[config.mk]
export PLATFORM = sky130hd
export DESIGN_NAME = pool_flatten
export DESIGN_NICKNAME = d
export VERILOG_FILES = /design/src/rtl/pool_flatten.sv
export SDC_FILE = /design/constraint.sdc
export NUM_CORES = 1
export LEC_CHECK = 0
export ABC_CLOCK_PERIOD_IN_PS = 3350
export CAP_MARGIN = 20
export CORE_ASPECT_RATIO = 0.8
export CORE_UTILIZATION = 30
export CTS_CLUSTER_DIAMETER = 150
export DETAILED_ROUTE_END_ITERATION = 8
export GPL_TIMING_DRIVEN = 0
export PLACE_DENSITY = 0.51
export SYNTH_ARGS = -nofsm -noshare
export SYNTH_HDL_FRONTEND = slang
export SYNTH_SLANG_ARGS = --single-unit
[constraint.sdc]
create_clock -name clk -period 3.35 [get_ports clk]
set_input_delay 0.5025 -clock clk [delete_from_list [all_inputs] [get_ports clk]]
set_output_delay 0.5025 -clock clk [all_outputs]
set_load 0.05 [all_outputs]
[src/rtl/pool_flatten.sv]
// pool_flatten: 2x2 stride-2 max-pool of L0 maps into L1 plus channel-interleaved flat copy into L2
// Ports:
//   clk                 rising-edge clock
//   reset               asynchronous active-low reset
//   start / busy / done pass handshake with the conv engine
//   crd, caddr_rd       read strobe / address; cdata_rd returns one cycle later
//   cwr, caddr_wr,      write strobe / address / data
//   cdata_wr
//   csel                memory select (1/2 L0, 3/4 L1, 5 L2)
module pool_flatten #(
    parameter int DW    = 20,
    parameter int IMG_W = 64,
    parameter int NCH   = 2
) (
    input  logic          clk,
    input  logic          reset,
    input  logic          start,
    output logic          busy,
    output logic          done,
    output logic          crd,
    output logic [11:0]   caddr_rd,
    input  logic [DW-1:0] cdata_rd,
    output logic          cwr,
    output logic [11:0]   caddr_wr,
    output logic [DW-1:0] cdata_wr,
    output logic [2:0]    csel
);
    localparam int CW = $clog2(IMG_W / 2);
    localparam int PW = 2 * CW;

    typedef enum logic [3:0] {IDLE, RD0, RD1, RD2, RD3, CAP, WL1, WL2, DONE} state_t;

    state_t        st, st_n;
    logic [PW-1:0] p, p_n;
    logic          ch, ch_n;
    logic [DW-1:0] mx, mx_n, mx_up;
    logic          busy_n, done_n, crd_n, cwr_n, last;
    logic [11:0]   ard_n, awr_n;
    logic [DW-1:0] wd_n;
    logic [2:0]    csel_n;

    // top-left word of window p: row 2r, column 2c
    function automatic logic [11:0] base_of(input logic [PW-1:0] q);
        return 12'({q[PW-1:CW], 1'b0, q[CW-1:0], 1'b0});
    endfunction

    assign mx_up = (cdata_rd > mx) ? cdata_rd : mx;
    assign last  = (&p) && (NCH == 1 || ch);

    // outputs are registered, so each state computes the bus values of the state it enters
    always_comb begin
        st_n   = st;
        p_n    = p;
        ch_n   = ch;
        mx_n   = mx;
        busy_n = busy;
        done_n = 1'b0;
        crd_n  = 1'b0;
        cwr_n  = 1'b0;
        ard_n  = caddr_rd;
        awr_n  = caddr_wr;
        wd_n   = cdata_wr;
        csel_n = csel;
        case (st)
            IDLE: if (start) begin
                st_n   = RD0;
                busy_n = 1'b1;
                crd_n  = 1'b1;
                csel_n = 3'd1 + {2'b00, ch};
                ard_n  = base_of(p);
            end
            RD0: begin
                st_n  = RD1;
                crd_n = 1'b1;
                ard_n = base_of(p) + 12'd1;
            end
            RD1: begin
                st_n  = RD2;
                crd_n = 1'b1;
                ard_n = base_of(p) + 12'(IMG_W);
                mx_n  = cdata_rd;
            end
            RD2: begin
                st_n  = RD3;
                crd_n = 1'b1;
                ard_n = base_of(p) + 12'(IMG_W + 1);
                mx_n  = mx_up;
            end
            RD3: begin
                st_n = CAP;
                mx_n = mx_up;
            end
            CAP: begin
                st_n   = WL1;
                mx_n   = mx_up;
                cwr_n  = 1'b1;
                csel_n = 3'd3 + {2'b00, ch};
                awr_n  = 12'(p);
                wd_n   = mx_up;
            end
            WL1: begin
                st_n   = WL2;
                cwr_n  = 1'b1;
                csel_n = 3'd5;
                awr_n  = (NCH == 2) ? 12'({p, ch}) : 12'(p);
            end
            WL2: if (last) begin
                st_n   = DONE;
                csel_n = 3'd0;
            end else begin
                if (NCH == 2 && !ch)
                    ch_n = 1'b1;
                else begin
                    ch_n = 1'b0;
                    p_n  = p + 1'b1;
                end
                st_n   = RD0;
                crd_n  = 1'b1;
                csel_n = 3'd1 + {2'b00, ch_n};
                ard_n  = base_of(p_n);
            end
            DONE: begin
                st_n   = IDLE;
                busy_n = 1'b0;
                done_n = 1'b1;
                p_n    = '0;
                ch_n   = 1'b0;
            end
            default: st_n = IDLE;
        endcase
    end

    always_ff @(posedge clk or negedge reset) begin
        if (!reset) begin
            st       <= IDLE;
            p        <= '0;
            ch       <= 1'b0;
            mx       <= '0;
            busy     <= 1'b0;
            done     <= 1'b0;
            crd      <= 1'b0;
            cwr      <= 1'b0;
            caddr_rd <= '0;
            caddr_wr <= '0;
            cdata_wr <= '0;
            csel     <= '0;
        end else begin
            st       <= st_n;
            p        <= p_n;
            ch       <= ch_n;
            mx       <= mx_n;
            busy     <= busy_n;
            done     <= done_n;
            crd      <= crd_n;
            cwr      <= cwr_n;
            caddr_rd <= ard_n;
            caddr_wr <= awr_n;
            cdata_wr <= wd_n;
            csel     <= csel_n;
        end
    end
endmodule
=== Word level (Yosys, flattened, before mapping) ===
Cells that the tools add are included.

* Flip-flop bits (word level): 86
* Bits of input ports: 23
* Output and inout port bits: 51
* Logic and storage cells: 73

* Add/sub/neg operators: 7
* $lt $le $gt $ge: 1
* Eq/ne operators: 10
* Mux-type cells: 27
* Reductions and logical operators: 16

{| class="wikitable"
|+ Operators with widths
! operator !! count
|-
| 12-bit one-hot mux with 5 select lines || 1
|-
| 20-bit one-hot mux with 2 select lines || 1
|-
| 4-bit one-hot mux with 8 select lines || 1
|-
| 12-bit by 7-bit adder with 12-bit output, second input constant || 2
|-
| 12-bit two-way mux || 2
|-
| 12-bit one-hot mux with 2 select lines || 1
|-
| 20-bit > comparator || 1
|-
| 10-bit two-way mux || 2
|-
| 20-bit two-way mux || 1
|-
| 10-bit one-hot mux with 2 select lines || 1
|-
| 4-bit by 3-bit == test with 1-bit output, second input constant || 4
|-
| 12-bit by 1-bit adder with 12-bit output, second input constant || 1
|-
| 3-bit one-hot mux with 4 select lines || 1
|-
| 10-bit by 1-bit adder with 10-bit output, second input constant || 1
|-
| 10-bit AND reduction || 1
|-
| 1-bit two-way mux || 9
|-
| 4-bit by 2-bit == test with 1-bit output, second input constant || 2
|-
| 4-bit two-way mux || 2
|-
| 2-bit nonzero test || 4
|-
| 2-bit AND reduction || 3
|-
| 3-bit OR reduction || 2
|-
| 5-bit nonzero test || 1
|-
| 1-bit by 1-bit adder with 2-bit output, first input constant || 2
|-
| 4-bit by 1-bit == test with 1-bit output, second input constant || 1
|-
| other kinds (12) || 14
|}

=== Longest topological paths before layout ===
* Depth after elaboration: 7
* Depth in mapped cells: 9
* Mapped depth without buffers: 8

=== Worst setup path before layout ===
No wires, ideal clock.

* Path kind: input-to-reg
* From: input port cdata_rd[19]
* To: register mx[10]
* Setup time: 0.125 ns
* Arrival: 2.543 ns
* Required time: 3.225 ns
* Setup slack: 0.682 ns
* Cell stages on the path: 8
* Buffers on the path: 1
* Cell sequence: ha_1 nand4_2 nor4_2 a21boi_1 and4bb_4 a2111oi_4 buf_6 mux2_4

* Cells in the longest elaborated chain, start to end: 3

{| class="wikitable"
|+ RTL lines
! element !! RTL line !! source
|-
| from (decl) || 22 || <nowiki>input logic [DW-1:0] cdata_rd,</nowiki>
|-
| 20-bit > comparator || 47 || <nowiki>assign mx_up = (cdata_rd > mx) ? cdata_rd : mx;</nowiki>
|-
| 20-bit two-way mux || 47 ||
|-
| 20-bit one-hot mux with 2 select lines || 64 || <nowiki>case (st)</nowiki>
|-
| to (signal assigned) || 151 || <nowiki>mx <= mx_n;</nowiki>
|-
| to (decl) || 36 || <nowiki>logic [DW-1:0] mx, mx_n, mx_up;</nowiki>
|}

No other way between the ends.
A chain may end at the register's enable or synchronous reset.

=== Final worst setup path ===
* From: input port cdata_rd[15]
* To: register mx[16]

The elaborated chain is that of the path after synthesis.

==> run summary <==
TritonCTS built the clock tree. CTS placed an instance of clkbuf_16 at the clock tree root. The count of inserted antenna diode cells is 0.

For the worst-skew pair, the clock arrives at the later sink with an insertion delay of ~0.35 ns. Of the total synthesized cell area, the portion taken by XOR and XNOR cells is 0.0302. After synthesis, the largest family of logic cells by area is compound AO/OA/AOI/OAI gates. The number of antenna violations at the first check in global routing came out at 0. The number of setup buffers added after CTS came out at 0. The detail-routed net length per standard cell is 15.8 um. Gates resized during post-CTS repair numbered 0. The mean cell area of the mapped netlist is 10.4 um2. The number of buffers created by CTS is 9. The setup path with the least slack is of type input pin to flip-flop. The fraction of layout instances using a drive strength above 1 came out at 0.0966. The synthesis warning total is 0. Setup violations remaining at the end of the flow were counted as 0. The post-cts hold buffer count came out at 0. The post-placement cell count is 671. The data required time at the worst endpoint is roughly 3.6 ns. Setup repair after global routing left no endpoint under its margin.

The tightest min-delay check is of the input pin to async pin type. Using the TritonRoute via totals, the vias-per-cell ratio works out to ~4.9. The total standard cell area after synthesis came out at roughly 4400 um2.

The multiplexer area fraction after synthesis is 0.0979. During placement, the flow inserted port buffers numbering 72. The highest fanout seen on the critical path came out at 10.

The share of flip-flops with an asynchronous set or reset came out at 1.00. The final setup skew is 0.00712 ns. In this run, distinct cell masters in the synthesized netlist total 40. The wire length of the first global-routing pass is 17700 um. The number of antenna-violating nets in the routed design is 0. The maximum buffer depth of the clock tree came out at 2. In the synthesized netlist the dominant register cell turns out to be dfrtp_1. The number of DRC violations after detailed routing came out at 0. The worst reg2reg path startpoint is mx[15]. For this block, the via count after detailed routing is roughly 3400. The worst path setup slack after routing is roughly 0.21 ns. The accumulated negative setup slack came out at 0 ns. The count of pins over their slew limit is 0. Of the total synthesized cell area, the portion taken by full adders, half adders and majority gates is 0.0603. The static leakage power came out at around 0.0024 uW. The number of enable-type register cells in the synthesized netlist came out at 0.

IR analysis of the VDD net gives a maximum drop of approximately 320 uV. The critical path data arrival time came out at about 3.4 ns. For this run, the top clock speed supported by timing is 0.319 GHz. The filler-free cell count of the finished design came out at between 600 and 700. The flow ran to the end, and the final reports show no timing, DRC or antenna violations.

The number of global-route vias before repair is roughly 3300. The power density of the placed cells came out at 574 nW/um2. In this run the worst setup path begins at cdata_rd[15]. The proportion of synthesized chip area in sequential cells came out at 0.488. After filler insertion, the fill cell instance count of the layout stands at 1369. The number of instances in the synthesized netlist is approximately 420. The number of nets at the end of the flow came out at around 550. The actual transition at the worst max-transition pin came out at 0.622 ns. The fraction of the mapped netlist area in simple logic gates is 0.104.

The area of the core came out at about 14000 um2. The total of flip-flops plus latches after synthesis is between 80 and 90. The final non-filler cell area came out at roughly 5600 um2. The estimated wirelength of the detail-placed design came out at 7520 um. The number of levels the H-tree was split into came out at 3.

The synthesized-area fraction occupied by ao, oa, aoi and oai cells came out at 0.162. The reg2reg setup slack is approximately 0.44 ns. Counting every sink on the clock net gives 85. The top-level I/O count came out at 74. The final weighted congestion in routability-driven placement came out at 0.795. The routed design has around 11000 um of wire. The number of failing hold endpoints at the final stage came out at 0. The sequential cell area came out at approximately 2100 um2.

The floorplan die height is about 110 um. Measured against its own limit, the worst slew margin works out to 0.585. The global router's overall resource usage came out at 0.157. From left edge to right edge, the die measures approximately 140 um. The area added between synthesis and finish is 29.0%. The combined area of the multi-input logic cells is about 2000 um2.

The placed instance area is 5330 um2. Prior to clock tree synthesis, the placed netlist has a worst setup slack of -0.130 ns. After floorplanning, the core was divided into 38 placement rows. The remaining global-route overflow is 0. STA classifies the critical path endpoint as a flip-flop. After clock tree synthesis, the clock-pin slew on the worst setup and hold paths is 0.06 ns. The area of the die came out at ~15000 um2. The part of the cycle the worst path needs came out at 0.937. The core utilization of the finished layout is 0.405.

The worst setup path is launched from an input pin. The number of nets produced by synthesis is between 400 and 500. The detailed-routing iteration count for the pre-antenna-repair pass came out at 5. The pin count of the biggest net entering global routing came out at 65. The minimum clock period after layout is about 3.1 ns.

The total of max-cap violations is 0. The violation count after the first detailed-routing iteration is roughly 210. The starting utilization of the core area came out at 0.314.
-- worst max-delay path: stages --
cell             delay [ns]
clkdlybuf4s50_1        0.45
ha_1                   0.35
nand4_1                0.24
nor4_2                 0.36
a21boi_1               0.22
and4bb_4               0.28
a2111oi_4              0.40
buf_6                  0.25
mux2_4                 0.32
-- cell type report --
type | instances | share of cell area
Buffer | 31 | 0.0247
Clock buffer | 12 | 0.0438
Multi-Input combinational cell | 274 | 0.353
Tap cell | 180 | 0.0401
Sequential cell | 85 | 0.378
Clock inverter | 4 | 0.00846
Inverter | 28 | 0.0187
Timing Repair Buffer | 73 | 0.133
-- synthesized netlist by cell type, drive strengths merged, types with 3 or more instances --
master,count,area (um2)
nor2,26,97.6
dfrtp,85,2130
o21ai,36,180
buf,7,48.8
a22o,3,26.3
or3,3,18.8
nand4,9,62.6
clkbuf,24,90.1
o32ai,20,175
xnor2,8,70.1
and3,4,25.0
nand3,5,25.0
ha,21,263
a211oi,3,22.5
nand2,35,131
mux2,20,297
inv,28,105
a31oi,21,131
xor2,7,61.3
mux2i,13,130
nor3,3,15.0
a21oi,19,95.1
-- through the flow --
step                hold slack (ns)  total power [uW]
global placement              0.470              2230
CTS                          0.0547              3270
finish                       0.0509              3230
global route                 0.0642              3400
floorplan                     0.207              1910
detailed placement            0.425              2240
-- cells by family (layout without fill, tap and decap cells) --
| kind of cell | Yosys count | count (layout) |
|---|---|---|
| AO/OA/AOI/OAI | 109 | 109 |
| AND/OR/NAND/NOR | 95 | 95 |
| flip-flops | 85 | 85 |
| buffers and inverters | 59 | 148 |
| multiplexers | 33 | 33 |
| adder cells (fa/ha/maj) | 21 | 21 |
| XOR/XNOR | 15 | 15 |
| other | 1 | 1 |
-- per-layer routing --
metal | up-vias | GRT usage | wire length [um]
met4 | 0 | 0.0341 | 99
met3 | 7 | 0.0544 | 728
met1 | 1631 | 0.236 | 5730
li1 | 1663 | - | -
met5 | - | 0 | 0
met2 | 91 | 0.210 | 4300
-- state kept, by name, indices dropped and copies added (netlist names), 3 cells and up --
name and cells:
csel 3, st 4, mx 20, cdata_wr 20, caddr_wr 11, p 10
caddr_rd 12
-- cells in the final DEF (no fill, tap or decap), types with 2 or more instances in the layout --
cell type	n
and3_1	4
clkbuf_16	9
mux2i_1	13
xnor2_1	8
mux2_4	19
nor2b_1	2
dfrtp_1	85
nor3_1	3
o21ai_0	36
or2_2	2
clkinv_2	2
a21o_1	2
nand3_1	5
buf_6	2
a21oi_1	19
nor2_1	26
inv_1	28
a22o_1	3
xor2_1	7
nand4_1	8
a31oi_1	21
ha_1	21
nand2_1	35
clkbuf_1	26
o32ai_1	20
a211oi_1	3
buf_4	2
clkdlybuf4s50_1	71
and2_1	2
buf_2	3
or3_1	3
nand2b_1	2
-- report_power, final --
part | total, uW | leakage [uW] | internal (uW) | switching, uW
clock | 1000 | 0.000143 | 596 | 407
sequential | 1250 | 0.00104 | 1170 | 82.0
combinational | 975 | 0.00118 | 379 | 596
-- path summary, 6_finish.rpt --
| check | cells after the start | endpoint |
|---|---|---|
| setup reg to reg | 9 | mx[16] |
| max in group asynchronous | 2 | cdata_wr[9] |
| setup / recovery | 9 | mx[16] |
| hold / removal | 1 | caddr_rd[11] |
| hold reg to reg | 2 | caddr_wr[7] |
| min in group clk | 2 | caddr_wr[7] |
No activity file was read; power rests on OpenSTA's default activity.
